**src/rtl/fetch_stage.sv**
```systemverilog
// Instruction fetch stage: drives a 1-cycle registered-read instruction memory and
// presents {pc, instr} to decode under a valid/stall handshake with a one-entry skid.
module fetch_stage #(
    parameter logic [31:0] RESET_PC = 32'h0000_0000,
    parameter int          MEM_SIZE = 512
) (
    input  logic        clk,
    input  logic        rst_n,
    output logic [31:0] imem_pc,
    input  logic [31:0] imem_instr,
    input  logic        stall,
    input  logic        redirect_valid,
    input  logic [31:0] redirect_pc,
    output logic        if_valid,
    output logic [31:0] if_pc,
    output logic [31:0] if_instr,
    output logic        if_fault
);

    localparam logic [31:0] LAST_PC = 32'(MEM_SIZE - 4);

    typedef enum logic {
        RUN   = 1'b0,
        FAULT = 1'b1
    } state_t;

    state_t      state_reg, state_next;
    logic [31:0] pc_reg, pc_next;
    logic [31:0] rsp_pc_reg, rsp_pc_next;
    logic        rsp_pending_reg, rsp_pending_next;
    logic        skid_valid_reg, skid_valid_next;
    logic [31:0] skid_pc_reg, skid_pc_next;
    logic [31:0] skid_instr_reg, skid_instr_next;
    logic        out_valid_reg, out_valid_next;
    logic [31:0] out_pc_reg, out_pc_next;
    logic [31:0] out_instr_reg, out_instr_next;
    logic        fault_reg, fault_next;

    logic out_free;
    logic pc_legal;
    logic redirect_legal;
    logic issue;

    function automatic logic is_legal(input logic [31:0] addr);
        return (addr[1:0] == 2'b00) && (addr <= LAST_PC);
    endfunction

    assign out_free       = !out_valid_reg || !stall;
    assign pc_legal       = is_legal(pc_reg);
    assign redirect_legal = is_legal(redirect_pc);
    assign issue          = (state_reg == RUN) && out_free && !redirect_valid && pc_legal;

    always_comb begin
        state_next       = state_reg;
        pc_next          = pc_reg;
        rsp_pc_next      = rsp_pc_reg;
        rsp_pending_next = rsp_pending_reg;
        skid_valid_next  = skid_valid_reg;
        skid_pc_next     = skid_pc_reg;
        skid_instr_next  = skid_instr_reg;
        out_valid_next   = out_valid_reg;
        out_pc_next      = out_pc_reg;
        out_instr_next   = out_instr_reg;
        fault_next       = fault_reg;

        if (redirect_valid) begin
            // Redirect discards everything in flight, regardless of stall.
            out_valid_next   = 1'b0;
            skid_valid_next  = 1'b0;
            rsp_pending_next = 1'b0;
            pc_next          = redirect_pc;
            state_next       = redirect_legal ? RUN : FAULT;
            fault_next       = !redirect_legal;
        end else begin
            rsp_pending_next = issue;
            if (issue) begin
                rsp_pc_next = pc_reg;
                pc_next     = pc_reg + 32'd4;
            end
            if (state_reg == RUN && !pc_legal) begin
                state_next = FAULT;
                fault_next = 1'b1;
            end

            // Stall blocks issue, so a response and a full skid never coincide.
            if (rsp_pending_reg) begin
                if (out_free && !skid_valid_reg) begin
                    out_valid_next = 1'b1;
                    out_pc_next    = rsp_pc_reg;
                    out_instr_next = imem_instr;
                end else begin
                    skid_valid_next = 1'b1;
                    skid_pc_next    = rsp_pc_reg;
                    skid_instr_next = imem_instr;
                end
            end

            if (out_free && skid_valid_reg) begin
                out_valid_next  = 1'b1;
                out_pc_next     = skid_pc_reg;
                out_instr_next  = skid_instr_reg;
                skid_valid_next = 1'b0;
            end else if (out_free && !rsp_pending_reg) begin
                out_valid_next = 1'b0;
            end
        end
    end

    always_ff @(posedge clk or posedge rst_n) begin
        if (rst_n) begin
            state_reg       <= RUN;
            pc_reg          <= RESET_PC;
            rsp_pc_reg      <= 32'd0;
            rsp_pending_reg <= 1'b0;
            skid_valid_reg  <= 1'b0;
            skid_pc_reg     <= 32'd0;
            skid_instr_reg  <= 32'd0;
            out_valid_reg   <= 1'b0;
            out_pc_reg      <= 32'd0;
            out_instr_reg   <= 32'd0;
            fault_reg       <= 1'b0;
        end else begin
            state_reg       <= state_next;
            pc_reg          <= pc_next;
            rsp_pc_reg      <= rsp_pc_next;
            rsp_pending_reg <= rsp_pending_next;
            skid_valid_reg  <= skid_valid_next;
            skid_pc_reg     <= skid_pc_next;
            skid_instr_reg  <= skid_instr_next;
            out_valid_reg   <= out_valid_next;
            out_pc_reg      <= out_pc_next;
            out_instr_reg   <= out_instr_next;
            fault_reg       <= fault_next;
        end
    end

    assign imem_pc  = pc_reg;
    assign if_valid = out_valid_reg;
    assign if_pc    = out_pc_reg;
    assign if_instr = out_instr_reg;
    assign if_fault = fault_reg;

endmodule

```
**config.mk**
```make
export PLATFORM = sky130hd
export DESIGN_NAME = fetch_stage
export DESIGN_NICKNAME = d
export VERILOG_FILES = /design/src/rtl/fetch_stage.sv
export SDC_FILE = /design/constraint.sdc
export NUM_CORES = 1
export LEC_CHECK = 0
export CAP_MARGIN = 20
export CORE_ASPECT_RATIO = 0.6
export CORE_MARGIN = 1
export CORE_UTILIZATION = 40
export DETAILED_ROUTE_END_ITERATION = 16
export PLACE_DENSITY_LB_ADDON = 0.08
export SLEW_MARGIN = 20
export SYNTH_ARGS = -nofsm -noshare
export SYNTH_HDL_FRONTEND = slang
export SYNTH_SLANG_ARGS = --single-unit
```
**constraint.sdc**
```tcl
create_clock -name clk -period 8.1 [get_ports clk]
set_input_delay 1.62 -clock clk [delete_from_list [all_inputs] [get_ports clk]]
set_output_delay 1.62 -clock clk [all_outputs]
set_load 0.05 [all_outputs]
```
Yosys cells after proc, flatten, opt, wreduce, memory -nomap -nowiden
Index checks and enable logic that the tools add are counted.

Register bits after elaboration: 197. Output and inout port bits: 98. Input port bits: 68. Word-level logic and storage cells: 71.

Muxes and demuxes: 22. Add/subtract/negate cells: 1. Bitwise logic cells: 3. Reductions and logical operators: 31. Magnitude comparators: 2. Eq/ne operators: 1.

Operators with widths (number): $mux 32 (8); $le 32x9->1 const B (2); $add 32x3->32 const B (1); $mux 1 (14); $logic_and 1x1->1 (9); $reduce_bool 2->1 (4); $reduce_bool 4->1 (2); $logic_not 1->1 (7); $reduce_and 2->1 (3); $reduce_and 3->1 (2); $logic_not 2->1 (2); $ne 3x2->1 const B (1); $not 1->1 (3); $reduce_bool 3->1 (1); $logic_or 1x1->1 (1).

Longest topological paths before layout
Word-level depth: 8. Mapped depth: 7.

Worst setup path after synthesis
No wires, ideal clock.

Path kind: input-to-reg. Start: input port stall. End: register skid_instr_reg[0]. Path slack: 5.086 ns. Data required time: 7.975 ns. Setup time: 0.125 ns. Stages: 5. Data arrival time: 2.890 ns. Cells stage by stage: and2_1 buf_1 o211ai_2 buf_2 mux2_2.

Word-level cells in the longest chain between the ends: 5.

RTL lines: from (decl) (RTL line 11) `input logic stall,`; $logic_not 1->1 (RTL line 48) `assign out_free = !out_valid_reg || !stall;`; $logic_or 1x1->1 (RTL line 48); $logic_and 1x1->1 (RTL line 87) `if (out_free && !skid_valid_reg) begin`; $not 1->1 (no line); $reduce_and 3->1 (no line); to (signal assigned) (RTL line 129) `skid_instr_reg <= skid_instr_next;`; to (decl) (RTL line 33) `logic [31:0] skid_instr_reg, skid_instr_next;`.

Every way passes these cells. A chain may end at the register's enable or synchronous reset.

Final worst setup path
Start: input port redirect_valid. End: register skid_instr_reg[20].

Word-level cells in the longest chain between the ends: 2.

RTL lines: from (decl) (RTL line 12) `input logic redirect_valid,`; $not 1->1 (no line); $reduce_and 3->1 (no line).

Every way passes these cells.

==> results by group <==
Outcome
  – Status: completed

Synthesis
  – Syn. warnings: 0
  – Syn Area/Cell: 12.9 sq um
  – Post-Syn Area: 0.00802 sq mm
  – Synth cell types: 39
  – Net Count, Synth: 690
  – Synthesized instance count: 621
  – Yosys reg bits: 196
  – Seq/Total Area, Yosys: 0.612

Route
  – DR DRC count: 0
  – Via count: 5319
  – Initial detailed-routing violation count: 405
  – Routed len/inst: 16.6 um
  – WL final: 17500 um
  – DRT Pass-1 Iters: 4
  – Via/cell ratio: 5.06
  – Antenna-violating nets left: 0

GRT
  – GRT overflow: 0
  – Met3 usage: 0.0474
  – GRT met1 Usage: 0.262
  – Global router's overall resource usage: 0.180
  – Global-route wire length before repair: 28900 um
  – Initial antenna violation count: 0
  – Vias in the first global route: 5539
  – Largest net degree at the start of global routing: 126
  – Met2 GRT Util: 0.266
  – GR peak layer: met2

Timing
  – Final setup vio count: 0
  – Final setup skew: 0.0128 ns
  – Final Hold Viols: 0
  – Setup TNS: 0 ns
  – Crit share post-route: 0.482
  – Pins Over Slew Limit: 0
  – RSZ-0062 raised after global routing: false
  – Fin crit period: 3.90 ns
  – Worst Tran Pin Value: 0.942 ns
  – Worst hold margin: 0.507 ns
  – Fmax: 256 MHz
  – Slew Limit Headroom: 0.372

Power
  – Comb power frac: 0.134
  – Total power: 0.00219 W
  – Int Power: 0.00159 W
  – LEAKAGE: 4.61 nW
  – P_sw: 0.000597 W
  – Switching Share: 0.273
  – Sequential power share: 0.474
  – Clock power frac: 0.391
  – Max VDD drop: 0.000129 V
  – Power density of the placed cells: 209 mW/mm^2

Placement
  – Final Wtd Congestion: 0.829
  – Detail Placement HPWL: 11300 um
  – Post-DP Area: 0.00990 sq mm
  – I/O Buffers: 165

Clocking
  – Skew-Pair Late Insertion Delay: 0.43 ns
  – CTS H-tree lvls: 4
  – CTS tree: built
  – Post-CTS setup buffer count: 0
  – Sink Count: 196
  – Total CTS buffers: 17
  – Reg clk slew, reported paths: 0.07 ns
  – Root Buffer: clkbuf_16
  – Post-CTS Resized: 0
  – Clock Path Buffers: 2
  – Hold Buf Count CTS: 0

Floorplan
  – Die Height: 112 um
  – Die area: 0.0206 sq mm
  – Row cnt: 39
  – Core Area: 0.0193 sq mm
  – Die width: 185 um
  – # IOs: 166
  – Starting Density: 0.415

Finish
  – Fin nets: 842
  – Fillers: 1664
  – Ant diodes: 0
  – Layout cell share with drive strength beyond 1: 0.179
  – Area grow syn2layout: 31.0%
  – Final Instance Area: 0.0105 sq mm

Setup path
  – Critical path peak fanout: 64
  – Setup Crit Path Kind: input port to register
  – Crit path arrival time: 4.20 ns
  – Crit end category: register
  – Worst Path Required: 8.40 ns
  – Worst setup SP type: input port

Job
  – Max-cap violations: 0

Worst hold path
  – HP Class: register to register
-- cell families after synthesis --
| logic type | share of synthesized area |
|---|---|
| AO/OA/AOI/OAI | 0.0593 |
| multiplexers | 0.213 |
| AND/OR/NAND/NOR | 0.0910 |
| flip-flops | 0.612 |
| adder cells (fa/ha/maj) | 0.00156 |
| buffers and inverters | 0.0228 |
-- cell usage after synthesis, drive strengths merged --
cell type / count / area share
or4: 5 / 0.0047
o41ai: 2 / 0.0022
and3: 2 / 0.0016
nor4: 12 / 0.014
nor2: 72 / 0.034
nand4: 6 / 0.0055
mux2: 95 / 0.13
and2: 2 / 0.0016
clkbuf: 14 / 0.0066
a2bb2oi: 1 / 0.0011
o211ai: 1 / 0.0016
buf: 24 / 0.015
or3: 2 / 0.0016
a31o: 2 / 0.0022
ha: 1 / 0.0016
o21bai: 1 / 0.00094
a31oi: 5 / 0.0039
o31ai: 4 / 0.0037
nor3b: 1 / 0.00094
inv: 2 / 0.00094
o21ai: 1 / 0.00062
a21o: 1 / 0.00094
mux2i: 64 / 0.080
nor2b: 25 / 0.020
nand3: 5 / 0.0031
dfrtp: 196 / 0.61
nand2: 6 / 0.0028
nor3: 2 / 0.0012
o311ai: 1 / 0.0011
a21oi: 64 / 0.040
a41oi: 1 / 0.0011
and4: 1 / 0.0012
-- metal layers --
metal / vias up / wire, um
li1: 2494 / -
met1: 2652 / 8480
met2: 160 / 7730
met3: 13 / 1120
met4: 0 / 152
met5: - / 0
-- metrics by stage --
step	cells	setup WS, ns	utilization
after floorplan	621	1.14	-
after global placement	1020	3.91	0.512
after detailed placement	1020	3.80	0.512
after CTS	1052	4.26	0.543
after global routing	1052	4.10	0.544
final	1052	4.20	0.544
-- cell type report --
class / count / area [sq um] / share of cell area
clock buffer: 18 / 439 / 0.0418
clock inverter: 14 / 165 / 0.0157
inverter: 2 / 15.0 / 0.00143
multi-input combinational: 385 / 2950 / 0.281
sequential: 196 / 4900 / 0.467
tap: 266 / 333 / 0.0317
timing repair buffer: 171 / 1700 / 0.162
-- worst paths after layout --
kind	startpoint	to	slack, ns	cells past startpoint
setup / recovery	redirect_valid	skid_instr_reg[20]	4.20	6
hold / removal	skid_pc_reg[0]	skid_pc_reg[0]	0.51	1
setup reg to reg	imem_pc[15]	rsp_pc_reg[8]	5.58	5
hold reg to reg	skid_pc_reg[0]	skid_pc_reg[0]	0.51	1
max in group asynchronous	rst_n	imem_pc[31]	4.87	3
min in group asynchronous	rst_n	skid_instr_reg[15]	1.79	2
-- worst max-delay path: stages --
cell,delay [ns]
clkdlybuf4s50_1,0.47
buf_4,0.39
inv_1,0.35
o211ai_4,0.15
buf_4,0.71
mux2_2,0.42
-- power groups by stage --
stage / Combinational [W] / Clock, W / Sequential, W
floorplan: 0.0000585 / 0 / 0.00117
global placement: 0.000293 / 0 / 0.00106
detailed placement: 0.000296 / 0 / 0.00106
CTS: 0.000297 / 0.000887 / 0.00104
global route: 0.000312 / 0.000936 / 0.00104
finish: 0.000294 / 0.000858 / 0.00104
-- cell usage in the layout (no fill, tap or decap), types with 3 or more instances in the layout --
| master | count |
|---|---|
| nand4_1 | 5 |
| clkbuf_16 | 17 |
| nor2b_1 | 25 |
| nand2_1 | 6 |
| or4_1 | 5 |
| nor4_2 | 3 |
| mux2_1 | 4 |
| clkinv_4 | 3 |
| nor4_1 | 8 |
| buf_4 | 5 |
| nand3_1 | 5 |
| nor2_1 | 71 |
| o31ai_1 | 4 |
| a21oi_1 | 64 |
| a31oi_1 | 5 |
| mux2i_1 | 64 |
| inv_6 | 5 |
| clkdlybuf4s50_1 | 165 |
| dfrtp_1 | 196 |
| inv_8 | 3 |
| mux2_2 | 91 |
(Power assumes the default switching activity.)
